File: src/rtl/fb_bank_controller.sv
// Double-buffer bank manager between the SPI frame loader and the LED scan engine.
// Loader writes land in the back bank; banks swap only on a scanner end-of-frame.
module fb_bank_controller #(
    parameter int rows     = 8,
    parameter int columns  = 32,
    parameter int segments = 1,
    parameter int bitwidth = 8,
    localparam int row_w   = (rows > 1) ? $clog2(rows) : 1,
    localparam int col_w   = (columns > 1) ? $clog2(columns) : 1,
    localparam int data_w  = segments * bitwidth * 3
) (
    input  logic              clk,
    input  logic              rst,
    input  logic              ld_wen,
    input  logic [row_w-1:0]  ld_wrow,
    input  logic [col_w-1:0]  ld_wcol,
    input  logic [data_w-1:0] ld_wdata,
    input  logic              ld_loaded,
    output logic              ld_ready,
    input  logic              frame_end,
    output logic              disp_bank,
    output logic              mem_wen,
    output logic              mem_wbank,
    output logic [row_w-1:0]  mem_wrow,
    output logic [col_w-1:0]  mem_wcol,
    output logic [data_w-1:0] mem_wdata,
    output logic [7:0]        swap_count,
    output logic [7:0]        drop_count,
    output logic [1:0]        state_dbg
);

    localparam logic [1:0] ST_LOADING = 2'd0;
    localparam logic [1:0] ST_PENDING = 2'd1;
    localparam logic [1:0] ST_SWAP    = 2'd2;

    // Loader handshake: a write is accepted in any cycle ld_wen is high while
    // the state register holds LOADING; there is no back-pressure on a single
    // word, and ld_ready is only a frame-level hint that LOADING is active.
    logic [1:0] state;
    logic [1:0] state_next;
    logic       wr_accept;
    logic       wr_drop;

    assign wr_accept = ld_wen && (state == ST_LOADING);
    assign wr_drop   = ld_wen && (state != ST_LOADING);
    assign state_dbg = state;

    // frame_end is deliberately ignored in LOADING, even alongside ld_loaded,
    // so a swap always waits for a full scanner frame after the load completes.
    always_comb begin
        state_next = state;
        case (state)
            ST_LOADING: if (ld_loaded) state_next = ST_PENDING;
            ST_PENDING: if (frame_end) state_next = ST_SWAP;
            ST_SWAP:    state_next = ST_LOADING;
            default:    state_next = ST_LOADING;
        endcase
    end

    always_ff @(posedge clk) begin
        if (rst) begin
            state    <= ST_LOADING;
            ld_ready <= 1'b1;
        end else begin
            state    <= state_next;
            ld_ready <= (state_next == ST_LOADING);
        end
    end

    always_ff @(posedge clk) begin
        if (rst) begin
            disp_bank  <= 1'b0;
            swap_count <= 8'd0;
        end else if (state == ST_SWAP) begin
            disp_bank  <= ~disp_bank;
            swap_count <= swap_count + 8'd1;
        end
    end

    always_ff @(posedge clk) begin
        if (rst) begin
            drop_count <= 8'd0;
        end else if (wr_drop && (drop_count != 8'hff)) begin
            drop_count <= drop_count + 8'd1;
        end
    end

    // Target bank is sampled at issue, so a write just before SWAP still
    // lands in the bank that was back when it was accepted.
    always_ff @(posedge clk) begin
        if (rst) begin
            mem_wen   <= 1'b0;
            mem_wbank <= 1'b0;
            mem_wrow  <= '0;
            mem_wcol  <= '0;
            mem_wdata <= '0;
        end else begin
            mem_wen <= wr_accept;
            if (wr_accept) begin
                mem_wbank <= ~disp_bank;
                mem_wrow  <= ld_wrow;
                mem_wcol  <= ld_wcol;
                mem_wdata <= ld_wdata;
            end
        end
    end

endmodule

File: config.mk
export PLATFORM = sky130hd
export DESIGN_NAME = fb_bank_controller
export DESIGN_NICKNAME = d
export VERILOG_FILES = /design/src/rtl/fb_bank_controller.sv
export SDC_FILE = /design/constraint.sdc
export NUM_CORES = 1
export LEC_CHECK = 0
export CAP_MARGIN = 5
export CELL_PAD_IN_SITES_DETAIL_PLACEMENT = 1
export CELL_PAD_IN_SITES_GLOBAL_PLACEMENT = 1
export CORE_MARGIN = 1.5
export CORE_UTILIZATION = 31
export CTS_CLUSTER_SIZE = 14
export DETAILED_ROUTE_END_ITERATION = 8
export GPL_TIMING_DRIVEN = 0
export HOLD_SLACK_MARGIN = 0.05
export PLACE_DENSITY_LB_ADDON = 0.1
export SLEW_MARGIN = 25
export SYNTH_ARGS = -nofsm -noshare
export SYNTH_HDL_FRONTEND = slang
export SYNTH_SLANG_ARGS = --single-unit
File: constraint.sdc
create_clock -name clk -period 4.3 [get_ports clk]
set_clock_uncertainty 0.2 [all_clocks]
set_input_delay 0.645 -clock clk [delete_from_list [all_inputs] [get_ports clk]]
set_output_delay 0.645 -clock clk [all_outputs]
set_load 0.01 [all_outputs]
==> results.cfg <==
[run_status]
outcome = complete, no violations

[timing]
setup_ws_final_ns = 2.105
max-slew-margin-rel_pct = 66.53
setup-violations-final = 0
setup_repair_after_global_routing_missed_its_margin = no
worst-slew-pin-transition_ns = 0.5020
layout_min_cycle_time_ns = 2.195
fin_tns_setup_ns = 0
achievable-frequency_mhz = 455.5
hold_viol = 0
report.final.slew_viol_count = 0
final_min_period_over_clock_period_pct = 51.05

[clock_network]
cts_tree = yes
ctsRootBufferMaster = clkbuf_8
clock_tree.htree_level_count = 2
buffer_count_from_post_cts_setup_fixing = 0
cts.sink_count = 54
cts_buffers = 5
post_cts_hold_buffer_count = 0
ctsLongestPathBuffers = 2
clock_latency_ns = 0.29
clk_pin_slew_ns = 0.09
post_cts.resized_instances = 0

[power]
pwr-share-comb_pct = 16.2
design_power_total_uw = 955.3
cellInternalPower_uw = 723.2
sequentialPowerShare_pct = 56.2
p_leak_uw = 0.001116
p_per_area_nw_per_um2 = 312.3
power.clock.fraction_pct = 27.6
sw_frac_of_total_pct = 24.30
peakVddDrop_mv = 0.1230
p_sw_uw = 232.1

[finish]
antenna-diode-count = 0
area_delta_synth_final_pct = 53.29
layout-drive-gt1-share_pct = 3.881
finalNonFillerCells = 412
nets = 374

[placed_design]
io_buffer_count = 89
numPlacedInstances = 405
post_place_setup_slack_ns = 1.931
routabilityCongestion = 0.7433
detailedPlacementHpwl_mm = 3.985

[min_path]
hold_path_depth = 2
holdCritPathClass = register to register
hold-path-endpoint = mem_wdata[15]
hold_path.startpoint = mem_wdata[15]

[setup_path]
path_max_fanout = 7
reg2reg_from = drop_count[0]
critical_path.startpoint_type = register
critical_path.max_stage_delay_ns = 0.60
crit_arrival_ns = 1.35
crit_path_end_kind = output pin
required_ns = 3.45
worstSetupPathType = register to output pin
worstRegToRegCells = 5
path_buf_inv = 1
worst_path_max_delay_cell = clkdlybuf4s50_1
worst_path_top_cell_family_by_delay = buffers and inverters
ff2ff_setup_slack_ns = 2.53
worst_r2r_endpoint = drop_count[4]
cp_cell_instances = clkdlybuf4s50_1

[synthesis]
synth.avg_cell_area_sq_um = 8.350
synth_cell_type_count = 26
synth_enable_flop_cells = 0
synth_flop_cell = dfxtp_1
async_flop_share_pct = 0
synthesis.nets = 278
ys_seq_elements = 54
syn-instance-count = 239
ys.warnings.count = 0
syn_area_sq_um = 1996
portion_of_the_post_synthesis_area_used_by_sequential_elements_pct = 54.17

[job]
maxCapViolCount = 0

[global_route]
initial_antenna_violation_count = 0
vias_in_the_first_global_route = 1867
combined_global_route_utilization_of_all_metal_layers_pct = 16.07
gr-total-overflow = 0
pin_count_of_the_biggest_net_entering_global_routing = 15
grt_pass1_wl_mm = 9.073

[route]
drt_pass1_iterations = 4
average_wire_length_per_cell_after_detail_routing_microns = 13.15
drtAntennaViolNets = 0
detail_route.vias_per_cell = 4.701
detail_route.wirelength_mm = 5.417
detailedRoute.firstIterationViolations = 41
number_of_remaining_drc_errors = 0
detailroute.via_count = 1937

[die]
die_h_microns = 83.24
die-area_sq_um = 6928
row_count = 29
ios = 91
fp.coreArea_sq_um = 6277
die_x_microns = 83.24
initial_utilization_pct = 31.79
cell usage after synthesis, types with 2 or more instances:
library cell / n / area [sq um]
a21oi_1: 36 / 180.2
nor2_1: 19 / 71.32
xor2_1: 7 / 61.31
o21ai_0: 2 / 10.01
nor3_1: 7 / 35.03
mux2i_1: 3 / 30.03
and3_1: 2 / 12.51
nand2_1: 68 / 255.2
dfxtp_1: 54 / 1081
inv_1: 2 / 7.510
clkbuf_1: 8 / 30.03
nand3_1: 2 / 10.01
buf_2: 5 / 25.02
nand4_1: 6 / 37.54
xnor2_1: 3 / 26.28
a211oi_1: 4 / 30.03
ha_1: 2 / 25.02
sequential cells by signal (all words and copies together), names as in the netlist:
| register | flops |
|---|---|
| mem_wrow | 3 |
| mem_wcol | 5 |
| drop_count | 8 |
| swap_count | 8 |
| mem_wdata | 24 |
| mem_wbank | 1 |
| ld_ready | 1 |
| disp_bank | 1 |
| state_dbg | 2 |
| mem_wen | 1 |
stage by stage:
step                      util (%)  cell area [sq um]  hold WS [ns]
after floorplan                  -               1996        0.2805
after global placement       47.52               2983        0.2413
after detailed placement     47.52               2983        0.2490
after CTS                    48.73               3059        0.2626
after global routing         48.73               3059        0.2779
final                        48.73               3059        0.2587
layer usage:
metal  wire length (microns)  GRT usage [%]  up-vias  part of all wire (%)
li1                        -              -      979                     -
met2                    2403          26.16       55                    44
met3                     321          3.976        5                   5.9
met1                    2629          21.21      898                    49
met5                       0              0        -                     0
met4                      63          4.545        0                   1.2
logic make-up (layout without fill, tap and decap cells):
| kind of cell | Yosys count | count (layout) | share of synthesized area (%) |
|---|---|---|---|
| AO/OA/AOI/OAI | 45 | 45 | 12.23 |
| XOR/XNOR | 10 | 10 | 4.389 |
| adder cells (fa/ha/maj) | 2 | 2 | 1.254 |
| buffers and inverters | 16 | 112 | 3.323 |
| flip-flops | 54 | 54 | 54.17 |
| multiplexers | 3 | 3 | 1.505 |
| AND/OR/NAND/NOR | 109 | 109 | 23.14 |
power by group through the flow:
stage / clock, uW / combinational, uW / sequential, uW
final: 264 / 155 / 537
after global routing: 300 / 170 / 541
after CTS: 282 / 158 / 538
after detailed placement: 0 / 157 / 549
after global placement: 0 / 156 / 548
after floorplan: 0 / 50.4 / 560
final cells by class:
type / count / area (sq um)
Fill cell: 754 / 3218
Timing Repair Buffer: 89 / 890.9
Clock buffer: 7 / 76.32
Tap cell: 77 / 96.34
Buffer: 14 / 58.81
Inverter: 2 / 7.507
Sequential cell: 54 / 1081
Multi-Input combinational cell: 169 / 848.3
layout by cell type, fill, tap and decap left out, types with 6 or more instances in the layout:
cell type         n
nand4_1           6
clkdlybuf4s50_1  89
nor2_1           19
dfxtp_1          54
a21oi_1          36
clkbuf_1         10
nor3_1            7
xor2_1            7
nand2_1          68
worst max-delay path by stage:
stage                   from       endpoint  cells past startpoint
5_1_grt        drop_count[3]  drop_count[3]                      1
2_1_floorplan         ld_wen  drop_count[3]                      4
4_1_cts         state_dbg[0]   state_dbg[0]                      1
3_3_place_gp          ld_wen  drop_count[3]                      5
6_report        state_dbg[0]   state_dbg[0]                      1
3_5_place_dp          ld_wen  drop_count[3]                      5
(Power assumes the default switching activity.)
